## config.mk

```make
export PLATFORM = sky130hd
export DESIGN_NAME = controlador_acesso_memoria
export DESIGN_NICKNAME = d
export VERILOG_FILES = /design/src/rtl/controlador_acesso_memoria.sv
export SDC_FILE = /design/constraint.sdc
export NUM_CORES = 1
export LEC_CHECK = 0
export ABC_AREA = 0
export CORE_ASPECT_RATIO = 0.75
export CORE_MARGIN = 2
export CORE_UTILIZATION = 53
export CTS_CLUSTER_SIZE = 12
export DETAILED_ROUTE_END_ITERATION = 10
export PLACE_DENSITY = 0.87
export SETUP_SLACK_MARGIN = 0.5
export SLEW_MARGIN = 20
export SYNTH_ARGS = -nofsm -noshare
export SYNTH_HDL_FRONTEND = slang
export SYNTH_SLANG_ARGS = --single-unit
```

## constraint.sdc

```tcl
create_clock -name clock -period 4.3 [get_ports clock]
set_input_delay 0.645 -clock clock [delete_from_list [all_inputs] [get_ports clock]]
set_output_delay 0.645 -clock clock [all_outputs]
set_load 0.01 [all_outputs]
```

## src/rtl/controlador_acesso_memoria.sv

```systemverilog
// Load/store sequencer between the processor datapath and a 16-bit-per-access
// data memory port. Word accesses take two halfword transactions; byte stores
// are done as read-modify-write. Bad requests are answered without touching memory.
module controlador_acesso_memoria #(
  parameter int PROF_MEM = 64
) (
  input  logic        clock,
  input  logic        reset_n,
  input  logic        req_valido,
  output logic        req_pronto,
  input  logic        req_escrita,
  input  logic [1:0]  req_tamanho,
  input  logic        req_sem_sinal,
  input  logic [31:0] req_endereco,
  input  logic [31:0] req_dado,
  output logic        resp_valido,
  output logic [31:0] resp_dado,
  output logic        resp_erro,
  output logic [31:0] endereco,
  output logic [31:0] valor_reg2,
  output logic        sinal_escrita,
  output logic        sinal_leitura,
  input  logic [31:0] dado_saida
);

  localparam logic [31:0] LIMITE = 32'(4 * PROF_MEM);

  typedef enum logic [2:0] {
    OCIOSO        = 3'd0,
    LE_BAIXO      = 3'd1,
    LE_ALTO       = 3'd2,
    RMW_LE        = 3'd3,
    ESCREVE_BAIXO = 3'd4,
    ESCREVE_ALTO  = 3'd5,
    RESPOSTA      = 3'd6
  } estado_t;

  function automatic logic [31:0] estende_meia(input logic [15:0] v, input logic sem_sinal);
    if (sem_sinal) begin
      estende_meia = {16'h0000, v};
    end else begin
      estende_meia = {{16{v[15]}}, v};
    end
  endfunction

  function automatic logic [31:0] estende_byte(input logic [7:0] v, input logic sem_sinal);
    if (sem_sinal) begin
      estende_byte = {24'h000000, v};
    end else begin
      estende_byte = {{24{v[7]}}, v};
    end
  endfunction

  estado_t     estado_q, estado_d;
  logic [1:0]  tamanho_q, tamanho_d;
  logic        sem_sinal_q, sem_sinal_d;
  logic        byte_sel_q, byte_sel_d;
  logic [7:0]  byte_q, byte_d;
  logic [15:0] dado_alto_q, dado_alto_d;
  logic [15:0] parcial_q, parcial_d;
  logic        req_pronto_q, req_pronto_d;
  logic        resp_valido_q, resp_valido_d;
  logic        resp_erro_q, resp_erro_d;
  logic [31:0] resp_dado_q, resp_dado_d;
  logic [31:0] endereco_q, endereco_d;
  logic [15:0] valor_q, valor_d;
  logic        sinal_escrita_q, sinal_escrita_d;
  logic        sinal_leitura_q, sinal_leitura_d;
  logic        fora_faixa_s;
  logic        req_invalido_s;
  logic        dado_saida_unused_s;

  // The memory returns the halfword already sign-extended; only [15:0] carries data.
  assign dado_saida_unused_s = ^dado_saida[31:16];

  // Request validation: alignment per size, address range, and the reserved size code.
  always_comb begin
    fora_faixa_s   = (req_endereco >= LIMITE);
    req_invalido_s = 1'b1;
    case (req_tamanho)
      2'b00:   req_invalido_s = fora_faixa_s;
      2'b01:   req_invalido_s = fora_faixa_s | req_endereco[0];
      2'b10:   req_invalido_s = fora_faixa_s | (req_endereco[1:0] != 2'b00);
      default: req_invalido_s = 1'b1;
    endcase
  end

  // Next-state and next-output logic; strobes and handshake follow the next state.
  always_comb begin
    estado_d    = estado_q;
    tamanho_d   = tamanho_q;
    sem_sinal_d = sem_sinal_q;
    byte_sel_d  = byte_sel_q;
    byte_d      = byte_q;
    dado_alto_d = dado_alto_q;
    parcial_d   = parcial_q;
    resp_erro_d = resp_erro_q;
    resp_dado_d = resp_dado_q;
    endereco_d  = endereco_q;
    valor_d     = valor_q;
    case (estado_q)
      OCIOSO: begin
        if (req_valido) begin
          tamanho_d   = req_tamanho;
          sem_sinal_d = req_sem_sinal;
          byte_sel_d  = req_endereco[0];
          byte_d      = req_dado[7:0];
          dado_alto_d = req_dado[31:16];
          if (req_invalido_s) begin
            estado_d    = RESPOSTA;
            resp_erro_d = 1'b1;
            resp_dado_d = 32'h0000_0000;
          end else begin
            resp_erro_d = 1'b0;
            endereco_d  = {req_endereco[31:1], 1'b0};
            if (!req_escrita) begin
              estado_d = LE_BAIXO;
            end else if (req_tamanho == 2'b00) begin
              estado_d = RMW_LE;
            end else begin
              estado_d = ESCREVE_BAIXO;
              valor_d  = req_dado[15:0];
            end
          end
        end else begin
          estado_d = OCIOSO;
        end
      end
      LE_BAIXO: begin
        case (tamanho_q)
          2'b00: begin
            resp_dado_d = estende_byte(byte_sel_q ? dado_saida[15:8] : dado_saida[7:0], sem_sinal_q);
            estado_d    = RESPOSTA;
          end
          2'b01: begin
            resp_dado_d = estende_meia(dado_saida[15:0], sem_sinal_q);
            estado_d    = RESPOSTA;
          end
          default: begin
            parcial_d  = dado_saida[15:0];
            endereco_d = endereco_q + 32'd2;
            estado_d   = LE_ALTO;
          end
        endcase
      end
      LE_ALTO: begin
        resp_dado_d = {dado_saida[15:0], parcial_q};
        estado_d    = RESPOSTA;
      end
      RMW_LE: begin
        // Replace only the addressed byte lane, keep the other one as read.
        valor_d  = byte_sel_q ? {byte_q, dado_saida[7:0]} : {dado_saida[15:8], byte_q};
        estado_d = ESCREVE_BAIXO;
      end
      ESCREVE_BAIXO: begin
        if (tamanho_q == 2'b10) begin
          endereco_d = endereco_q + 32'd2;
          valor_d    = dado_alto_q;
          estado_d   = ESCREVE_ALTO;
        end else begin
          resp_dado_d = 32'h0000_0000;
          estado_d    = RESPOSTA;
        end
      end
      ESCREVE_ALTO: begin
        resp_dado_d = 32'h0000_0000;
        estado_d    = RESPOSTA;
      end
      RESPOSTA: begin
        estado_d = OCIOSO;
      end
      default: begin
        estado_d = OCIOSO;
      end
    endcase
    req_pronto_d    = (estado_d == OCIOSO);
    resp_valido_d   = (estado_d == RESPOSTA);
    sinal_leitura_d = (estado_d == LE_BAIXO) || (estado_d == LE_ALTO) || (estado_d == RMW_LE);
    sinal_escrita_d = (estado_d == ESCREVE_BAIXO) || (estado_d == ESCREVE_ALTO);
  end

  // State and output registers with synchronous active-low reset.
  always_ff @(posedge clock) begin
    if (!reset_n) begin
      estado_q        <= OCIOSO;
      tamanho_q       <= 2'b00;
      sem_sinal_q     <= 1'b0;
      byte_sel_q      <= 1'b0;
      byte_q          <= 8'h00;
      dado_alto_q     <= 16'h0000;
      parcial_q       <= 16'h0000;
      req_pronto_q    <= 1'b1;
      resp_valido_q   <= 1'b0;
      resp_erro_q     <= 1'b0;
      resp_dado_q     <= 32'h0000_0000;
      endereco_q      <= 32'h0000_0000;
      valor_q         <= 16'h0000;
      sinal_escrita_q <= 1'b0;
      sinal_leitura_q <= 1'b0;
    end else begin
      estado_q        <= estado_d;
      tamanho_q       <= tamanho_d;
      sem_sinal_q     <= sem_sinal_d;
      byte_sel_q      <= byte_sel_d;
      byte_q          <= byte_d;
      dado_alto_q     <= dado_alto_d;
      parcial_q       <= parcial_d;
      req_pronto_q    <= req_pronto_d;
      resp_valido_q   <= resp_valido_d;
      resp_erro_q     <= resp_erro_d;
      resp_dado_q     <= resp_dado_d;
      endereco_q      <= endereco_d;
      valor_q         <= valor_d;
      sinal_escrita_q <= sinal_escrita_d;
      sinal_leitura_q <= sinal_leitura_d;
    end
  end

  assign req_pronto    = req_pronto_q;
  assign resp_valido   = resp_valido_q;
  assign resp_erro     = resp_erro_q;
  assign resp_dado     = resp_dado_q;
  assign endereco      = endereco_q;
  assign valor_reg2    = {16'h0000, valor_q};
  assign sinal_escrita = sinal_escrita_q;
  assign sinal_leitura = sinal_leitura_q;

endmodule

```

==> results of run 1 <==
state kept, by name (all words and copies together) (netlist names), 2 cells and up:
register / flops
byte_q: 8
dado_alto_q: 16
endereco: 31
estado_q: 3
parcial_q: 16
resp_dado: 32
tamanho_q: 2
valor_q: 16
cells in the mapped netlist (all sizes together), types with 3 or more instances:
cell type / number
o31ai: 11
o221a: 9
inv: 8
nor3: 8
ha: 4
o32ai: 19
a22oi: 8
a211oi: 13
mux2i: 66
o21ai: 41
nor2: 43
dfxtp: 131
nand2b: 3
and4: 5
a21oi: 70
a31oi: 5
nand2: 213
and3: 8
clkbuf: 54
a221o: 18
a221oi: 15
nor2b: 4
and2: 34
nor4: 12
a32oi: 5
nand4: 10
o31a: 6
nand3: 26
buf: 43
nor3b: 6
stage by stage:
stage / area (um^2) / utilization (%) / hold slack (ps) / worst slack [ps]
2_1_floorplan: 7407 / - / 431.7 / 1912
3_3_place_gp: 8950 / 65.76 / 437.5 / 1089
3_5_place_dp: 8951 / 65.77 / 445.5 / 992.7
4_1_cts: 9567 / 70.29 / 453.3 / 1367
5_1_grt: 9574 / 70.34 / 475.3 / 1249
6_report: 9574 / 70.34 / 454.2 / 1332
tightest hold or removal path, delay by kind of cell, from the launching register on:
family,cells,cell delay (ps)
flops,1,300
compound gates,1,50
simple gates,1,50
power groups by stage:
stage                     clock [uW]  combinational, uW  sequential (uW)
after floorplan                    0               1120             1520
after global placement             0               1550             1530
after detailed placement           0               1570             1530
after CTS                       1520               1580             1510
after global routing            1580               1720             1530
final                           1530               1610             1510
final cells by class:
| cell class | count | area (um^2) |
|---|---|---|
| timing repair buffer | 187 | 1827 |
| sequential | 131 | 2623 |
| clock buffer | 19 | 442.9 |
| multi-input combinational | 703 | 4260 |
| clock inverter | 13 | 172.7 |
| inverter | 8 | 30.03 |
| fill | 1045 | 4036 |
| tap | 175 | 219.0 |
worst max-delay path by stage:
stage / endpoint / cells after the start
finish: resp_dado[13] / 8
global route: resp_dado[13] / 8
CTS: resp_dado[21] / 8
detailed placement: valor_q[10] / 7
global placement: endereco[5] / 8
floorplan: resp_dado[10] / 8
per-layer routing:
| metal | global-route usage [%] | routed length (um) |
|---|---|---|
| met1 | 44.18 | 10340 |
| met2 | 44.81 | 10240 |
| met5 | 0 | 0 |
| met4 | 11.21 | 606 |
| met3 | 7.748 | 2484 |
cell families after synthesis:
logic type                 count (synthesis)  share of synthesized area, %
other                                      1                       0.05104
and+or+nand+nor                          380                         24.00
adders and majority gates                  4                        0.6812
xor gates and xnor gates                   1                        0.1192
AOI/OAI and AO/OA                        234                         22.85
buffers and inverters                    105                         7.459
muxes                                     67                         9.145
DFF                                      131                         35.69
==> out/metrics.csv, run 1 <==
metric,value,unit
tns,0,ps
final_cells,1236,
endpoint_kind,flop,
yosys.area.top_type,dfxtp_1,
die-area,0.01483,mm^2
synthFlopType,dfxtp_1,
grt_first_pass_wirelength,36.91,mm
worstMarginPinSlew,1075,ps
dieWidth,140.0,um
p_comb_share,34.6,%
r2r_start,endereco[2],
cts_tree,yes,
grt_max_degree,104,
portBuffers,170,
avgSynthCellArea,7.960,um^2
switching_share,35.73,%
drc_errors,0,
rr_worst_depth,6,
grt.overflow.total,0,
dieHeight,106.0,um
timing.rr.end,endereco[25],
max_freq,337.0,MHz
worstPathRequired,4630,ps
intPower,2990,uW
power.density,485.8,mW/mm^2
p_total,4652,uW
hold_viol_final,0,
finalCriticalPeriod,2968,ps
synth_enable_flop_cells,0,
hold_end,parcial_q[5],
skew,14.28,ps
layout_commonest_cell,nand2_1,
initial_core_util,53.98,%
synth_cell_types,62,
p_switching,1662,uW
via_per_inst,6.213,
ys_top_cells_by_area,"dfxtp_1 (36%), nand2_1 (11%), mux2i_1 (9.0%)",
clock_sinks,131,
yosys_warnings,0,
rsz0062_at_grt,no,
slowest_delay,490,ps
drt_iter0_markers,1022,
critPathKind,in -> reg,
synth.yosys.seq_area_share,35.69,%
hold_path.class,reg -> reg,
drive_above_1_share,7.352,%
drv_slew,0,
hold_start,parcial_q[5],
path_cells,clkdlybuf4s50_1 > ha_1 > nor4_1 > nand3_1 > o31a_1 > a22oi_4 > buf_4 > mux2i_1,
synth_cells,923,
htreeDepth,4,
root_buffer,clkbuf_16,
layout_common_cells,"nand2_1 (213), clkdlybuf4s50_1 (169), dfxtp_1 (131)",
cp.arrival,3300,ps
antenna_found_initial,0,
startpoint,req_tamanho[1],
rrSetupSlack,1670,ps
clockBufferDepth,2,
post_cts_resized,0,
placed_cells,1204,
grt_pass1_vias,6944,
io_pins,204,
outcome,"complete, no violations",
syn_area,0.007347,mm^2
dp_hpwl,15.80,mm
synth_top_area_share,35.69,%
holdBufCountCts,0,
syn_to_final_growth,30.31,%
core_area,0.01361,mm^2
power.leakage,0.003492,uW
slew_headroom,28.31,%
cts_setup_buffers,0,
rows,37,
finalNetCount,1155,
wirelength,23.67,mm
diodes,0,
clockPowerShare,32.8,%
p_seq_share,32.5,%
min_period_over_period,69.02,%
crit_path_start_kind,input pin,
num_vias,7679,
post_drt_wl_per_cell,19.15,um
finalSetupViolations,0,
whs_path_depth,2,
clock_latency,420,ps
ys_seq_elements,131,
dr.pass1.iters,5,
irDropWorstVdd,0.3622,mV
cp_top_family,buffers and inverters,
cts_made_buffers,17,
clk_pin_slew,60,ps
cp_max_fo,32,
path_buf_inv,2,
routabilityCongestion,0.9643,
grt_usage,30.80,%
critical-path-slowest-cell,clkdlybuf4s50_1,
async_flop_share,0,%
max_cap_violations,0,
final_antenna_net_count,0,
(Power assumes the default switching activity.)
==> run 2: changes to the inputs <==
CORE_UTILIZATION = 49   (was 53)
PLACE_DENSITY = 0.81   (was 0.87)
clock period = 2.9 ns   (was 4.3 ns; I/O delays follow)
==> out/metrics.csv, run 2 (synthesis gave the netlist of run 1 again) <==
metric,value,unit
rrSetupSlack,580,ps
hold_end,parcial_q[5],
skew,9.972,ps
grt_max_degree,66,
wirelength,24.91,mm
hold_viol_final,0,
highest_layer,met4,
cts_tree,yes,
max_cap_violations,0,
antenna_found_initial,1,
portBuffers,170,
timing.rr.end,endereco[25],
outcome,"complete, no violations",
drive_above_1_share,10.60,%
drc_errors,0,
initial_core_util,50.50,%
slew_headroom,48.29,%
wl_met1,10.81,mm
power.leakage,0.003677,uW
clk_pin_slew,60,ps
endpoint_kind,flop,
via_per_inst,6.049,
post_drt_wl_per_cell,19.39,um
hold_path.class,reg -> reg,
htreeDepth,4,
finish.utilization,68.38,%
finalNetCount,1179,
routabilityCongestion,1.008,
max_freq,423.4,MHz
num_vias,7773,
cp.arrival,2690,ps
grt_usage,30.40,%
fillers,1168,
rows,38,
rr_worst_depth,7,
irDropWorstVdd,0.5866,mV
layout_common_cells,"nand2_1 (213), clkdlybuf4s50_1 (167), dfxtp_1 (128)",
worstPathRequired,3230,ps
grt_pass1_vias,7053,
hold_start,parcial_q[5],
grt_first_pass_wirelength,38.90,mm
whs_path_depth,2,
finalWorstSetupSlack,538.0,ps
grt.overflow.total,0,
die-area,0.01600,mm^2
critPathKind,in -> reg,
crit_path_start_kind,input pin,
drv_slew,0,
register_area,0.002626,mm^2
drt_iter0_markers,929,
multi_input_area,0.004313,mm^2
hold_slack,453.1,ps
placed_cells,1249,
final_antenna_net_count,0,
finalSetupViolations,0,
dp_hpwl,16.56,mm
final_cells,1285,
worstMarginPinSlew,772.8,ps
largest_register_ffs,32,
diodes,0,
dr_wl_met3,2.830,mm
io_pins,204,
cp_max_fo,16,
layout_commonest_cell,nand2_1,
root_buffer,clkbuf_16,
dieWidth,145.4,um
min_period_over_period,81.45,%
cts_made_buffers,17,
core_area,0.01455,mm^2
rsz0062_at_grt,yes,
clock_latency,410,ps
syn_to_final_growth,35.41,%
clockBufferDepth,2,
p_total,7227,uW
route.met2.wl,10.80,mm
clock_sinks,131,
dieHeight,110.0,um
dr.pass1.iters,5,
r2r_start,endereco[2],
power.density,726.5,mW/mm^2
pre_cts_ws,23.37,ps
finalCriticalPeriod,2362,ps
run 2: cell count changes in the layout (fill, tap and decap cells not counted), sizes merged:
cell | previous run | this run
clkdlybuf4s50 | 169 | 167
buf | 18 | 41
bufbuf | 0 | 1
clkinvlp | 1 | 2
dlygate4sd2 | 0 | 2
bufinv | 3 | 4
clkinv | 5 | 3
run 2: power breakdown:
group          switching (uW)  internal [uW]
sequential                229           2020
clock                     858           1500
combinational            1420           1200
total                    2510           4720
run 2: final cells by class:
cell class	count	area share, %
clock inverters	13	1.975
repair buffers	211	20.90
multi-input cells	703	43.35
flip-flops and latches	131	26.40
well taps	200	2.515
inverters	8	0.3018
clock buffers	19	4.553
run 2: worst max path at each step:
stage / start / end / slack, ps
floorplan: req_tamanho[0] / resp_dado[10] / 720
global placement: req_tamanho[1] / valor_q[12] / -110
detailed placement: req_tamanho[1] / resp_dado[11] / 20
CTS: estado_q[2] / valor_q[1] / 530
global route: endereco[2] / endereco[25] / 480
finish: req_endereco[10] / resp_dado[21] / 540
run 2: critical path: stages:
cell and delay (ps):
clkdlybuf4s50_1 460, nor3_1 270, buf_4 180, nand3_2 90, o31a_4 420, a22oi_4 250, buf_4 170, buf_12 170
mux2i_1 250
run 2: metal layers:
| layer | track usage [%] | up-vias |
|---|---|---|
| met5 | 0 | - |
| met4 | 8.613 | 0 |
| met3 | 8.025 | 43 |
| met2 | 46.14 | 479 |
| met1 | 42.86 | 3655 |
| li1 | - | 3596 |
run 2: repair_timing:
| action | 4_1_cts | 5_1_grt |
|---|---|---|
| cloned | 1 | 0 |
| endpoints found under the hold margin | 0 | 0 |
| pin swaps | 3 | 0 |
| setup endpoints to repair | 64 | 45 |
| hold buffers | 0 | 0 |
| resized for setup | 10 | 7 |
| buffers inserted | 3 | 0 |
run 2: stage by stage:
stage                     TNS, ps  area, um^2
final                           0        9948
after global routing            0        9948
after CTS                       0        9922
after global placement      -1660        9175
after detailed placement        0        9183
after floorplan                 0        7407
==> patch 1: new RTL, settings of run 2 <==
Encoding of `estado_t`: now one-hot (7 bits for 7 values).
--- a/src/rtl/controlador_acesso_memoria.sv
+++ b/src/rtl/controlador_acesso_memoria.sv
@@ -27,10 +27,10 @@
 
-  typedef enum logic [2:0] {
-    OCIOSO        = 3'd0,
-    LE_BAIXO      = 3'd1,
-    LE_ALTO       = 3'd2,
-    RMW_LE        = 3'd3,
-    ESCREVE_BAIXO = 3'd4,
-    ESCREVE_ALTO  = 3'd5,
-    RESPOSTA      = 3'd6
+  typedef enum logic [6:0] {
+    OCIOSO        = 7'b0000001,
+    LE_BAIXO      = 7'b0000010,
+    LE_ALTO       = 7'b0000100,
+    RMW_LE        = 7'b0001000,
+    ESCREVE_BAIXO = 7'b0010000,
+    ESCREVE_ALTO  = 7'b0100000,
+    RESPOSTA      = 7'b1000000
   } estado_t;
Behaviour: no difference found for any inputs over 4 cycles, from zero or initial values and one cycle with reset_n low; so few cycles prove little.
==> patch 1 against run 2 <==
Design area rose by 0.53%; critical endpoint is now endereco[24]$_SDFFE_PN0P_; power fell by 15%; maximum frequency fell by 2.2%; largest cell class unchanged; area after synthesis fell by 1.1%; worst setup slack got worse by 0.052 ns; highest routed layer unchanged; global-route usage fell by 0.54 points; wire length fell by 1.9%; sequential cell count rose by 4.
==> patch 1: results (changes against run 2) <==
vias in the first global route 6,877 (was 7,053); Critical R2R Launch estado_q[2]$_SDFF_PN0_ (was endereco[2]$_SDFFE_PN0P_); # fillers 1,174 (was 1,168); FF-to-FF path depth 6 (was 7); placed cells 1,235 (was 1,249); routed wire length 24.4 mm (was 24.9 mm); met3 routed wirelength 2.89 mm (was 2.83 mm); Post-Layout Cell Count 1,272 (was 1,285); Synth Area in XOR/XNOR 0.241% (was 0.119%); HPWL after DPL 16.4 mm (was 16.6 mm); R2R Setup Slk 0.49 ns (was 0.58 ns); layout cell share with drive strength beyond 1 12.0% (was 10.6%); M3 GR Usage 8.41% (was 8.02%); CTS resizes 4 (was 10); pre-CTS WS -0.0482 ns (was 0.0234 ns); cells after synthesis 900 (was 923); Cell Area, Placed 0.00928 mm2 (was 0.00918 mm2); Iter 0 DRT Violations 1,004 (was 929); Max stage delay on crit path 0.56 ns (was 0.46 ns); global-route wire length before repair 36.7 mm (was 38.9 mm); tightest hold margin 0.455 ns (was 0.453 ns); Synth Area in Adders 0.689% (was 0.681%); pin count of the biggest net entering global routing 99 (was 66); Post-CTS Setup Bufs 1 (was 3); proportion of synthesized area in mux cells 5.81% (was 9.15%); routing usage on met1 42.9% (about the same); nature of the critical path startpoint flop (was primary input); initial antenna violation count 0 (was 1); Crit path max-delay family simple AND/OR/NAND/NOR gates (was buffers and inverters); ranking of synthesized cells by area dfxtp_1, nand2_1, mux2i_1, a21oi_1, clkbuf_1 (was dfxtp_1, nand2_1, mux2i_1, a21oi_1, and2_1); met1 WL 10.6 mm (was 10.8 mm); Sw Ratio 30.9% (was 34.7%); Reg-to-Reg End endereco[24]$_SDFFE_PN0P_ (was endereco[25]$_SDFFE_PN0P_); critical path arrival 2.72 ns (was 2.69 ns); post-synth cell types 63 (was 62); hold path startpoint dado_alto_q[15]$_SDFFE_PN0P_ (was parcial_q[5]$_SDFFE_PN0P_); Worst VDD drop 551 uV (was 587 uV); Vias 7,755 (was 7,773); Critical-path top delay cell or4_4 (was clkdlybuf4s50_1); Pre-Repair DR Iteration Count 8 (was 5); most frequent cells after synthesis nand2_1, dfxtp_1, a21oi_1 (unchanged); status finished clean (unchanged); GR Util All Layers 29.9% (was 30.4%); final weighted congestion in routability-driven placement 0.958 (was 1.01); Leak 3.82 nW (was 3.68 nW); crit-path max FO 8 (was 16)
==> patch 1: changes by cell type after synthesis, sizes merged, moves of 11 or more <==
| cell | delta |
|---|---|
| nand2 | -43 |
| mux2i | -25 |
| and2 | -19 |
| a221o | -18 |
| and3 | +18 |
| o2bb2ai | +16 |
| a32o | +15 |
| a221oi | -14 |
| clkbuf | +14 |
| o21ai | -14 |
| o22ai | +14 |
| o32ai | -14 |
| buf | -12 |
| a31oi | +11 |
==> patch 1: layout make-up <==
| type | count | area, um2 | share of cell area [%] |
|---|---|---|---|
| clock buffers | 18 | 439 | 4.39 |
| clock inverters | 13 | 144 | 1.44 |
| inverters | 8 | 30.0 | 0.300 |
| multi-input cells | 674 | 4210 | 42.1 |
| flip-flops and latches | 135 | 2710 | 27.1 |
| well taps | 200 | 250 | 2.50 |
| repair buffers | 224 | 2220 | 22.2 |
==> patch 2: new RTL, flow settings as in run 2 <==
Without the edit above. Set the parameter `PROF_MEM` to 32 (it was 64).
--- a/src/rtl/controlador_acesso_memoria.sv
+++ b/src/rtl/controlador_acesso_memoria.sv
@@ -4,3 +4,3 @@
 module controlador_acesso_memoria #(
-  parameter int PROF_MEM = 64
+  parameter int PROF_MEM = 32
 ) (
Formal check against the unedited RTL: not equivalent (Yosys sat finds a counterexample within 4 cycles, from zero or initial values and one cycle with reset_n low).
==> patch 2 against run 2 <==
Worst hold slack worse by 0.11 ns; sequential power up 16%; core utilization up 2.0 points; first-iteration DRC count down 32%; non-clock buffer count down 12; area after synthesis down 11%; power up 15%; sequential cell count unchanged; design area down 7.6%; cell count down 8.3%; critical path depth down 1; worst setup slack better by 0.041 ns; wire length down 15%.
==> patch 2: results (changes against run 2) <==
status finished clean (unchanged); CP startpoint req_endereco[22] (was req_endereco[10]); Worst VDD drop 602 uV (was 587 uV); insertion delay to the later sink of the worst-skew pair 0.43 ns (was 0.41 ns); fraction of area in multi-input gates 40.1% (was 43.4%); drt wl/cell 18.0 um (was 19.4 um); clk tree area frac 6.89% (was 6.53%); # fillers 1,019 (was 1,168); vias in the first global route 6,169 (was 7,053); Critical R2R Launch endereco[8]$_SDFFE_PN0P_ (was endereco[2]$_SDFFE_PN0P_); inverters 7 (was 8); storage element area 0.00262 mm2 (was 0.00263 mm2); cells after synthesis 841 (was 923); tightest hold margin 0.346 ns (was 0.453 ns); Data buffer area share 21.8% (was 20.9%); final weighted congestion in routability-driven placement 0.902 (was 1.01); Cell Area, Placed 0.00842 mm2 (was 0.00918 mm2); sequential-to-total area share from yosys stat 39.9% (was 35.7%); via density per instance 5.96 (was 6.05); GR Util All Layers 29.0% (was 30.4%); Compound-Gate Fraction of Synth Area 28.3% (was 22.9%); clock skew 0.0178 ns (was 0.00997 ns); routed wire length 21.2 mm (was 24.9 mm); Pwr Density 907 mW/mm2 (was 727 mW/mm2); global-route wire length before repair 32.7 mm (was 38.9 mm); clock share of power 27.8% (was 32.6%); Synth Area in XOR/XNOR 0% (was 0.119%); R2R Setup Slk 0.67 ns (was 0.58 ns); Synth Area in Adders 0.762% (was 0.681%); Multi-In Gates 637 (was 703); hold path startpoint req_tamanho[1] (was parcial_q[5]$_SDFFE_PN0P_); Hold Path Class in2reg (was reg2reg); worst slew pin tran 0.744 ns (was 0.773 ns); Iter 0 DRT Violations 629 (was 929); nonclk buf count 199 (was 211); Diodes inserted 1 (was 0); Reg-to-Reg End endereco[18]$_SDFFE_PN0P_ (was endereco[25]$_SDFFE_PN0P_); Int Pwr 5.29 mW (was 4.72 mW); Power Sequential 2.62 mW (was 2.25 mW); Pre-Repair DR Iteration Count 6 (was 5); crit-path max FO 4 (was 16); FF-to-FF path depth 5 (was 7); critical path arrival 2.63 ns (was 2.69 ns); ranking of synthesized cells by area dfxtp_1, nand2_1, a21oi_1, nor2_1, a211oi_1 (was dfxtp_1, nand2_1, mux2i_1, a21oi_1, and2_1); layout cell share with drive strength beyond 1 8.75% (was 10.6%); HPWL after DPL 14.5 mm (was 16.6 mm); footprint of the multi-input gates 0.00369 mm2 (was 0.00431 mm2)
-- patch 2: cell types whose count changed after synthesis, sizes merged, moves of 18 or more --
| cell | delta |
|---|---|
| a21oi | +32 |
| a221o | -18 |
| and2 | -30 |
| mux2i | -48 |
| nand2 | -61 |
| nor2 | +28 |
-- patch 2: critical path, stage by stage --
cell	delay, ns
clkdlybuf4s50_1	0.45
nor4_1	0.43
nand4_1	0.31
o22ai_2	0.31
buf_4	0.19
nand2_1	0.08
o2bb2ai_1	0.14
a211oi_1	0.29
-- patch 2: routing by layer --
layer / GRT usage [%] / vias up / part of all wire (%)
met5: 0 / - / 0
met4: 9.62 / 0 / 2.5
met3: 6.87 / 41 / 9.5
met2: 41.9 / 353 / 43
met1: 42.2 / 3262 / 45
li1: - / 3360 / -
-- patch 2: what timing repair did --
item	4_1_cts	5_1_grt
buffers inserted	0	2
pin swaps	0	8
hold buffers	0	0
resized for setup	2	16
endpoints found under the setup margin	15	69
cloned	0	2
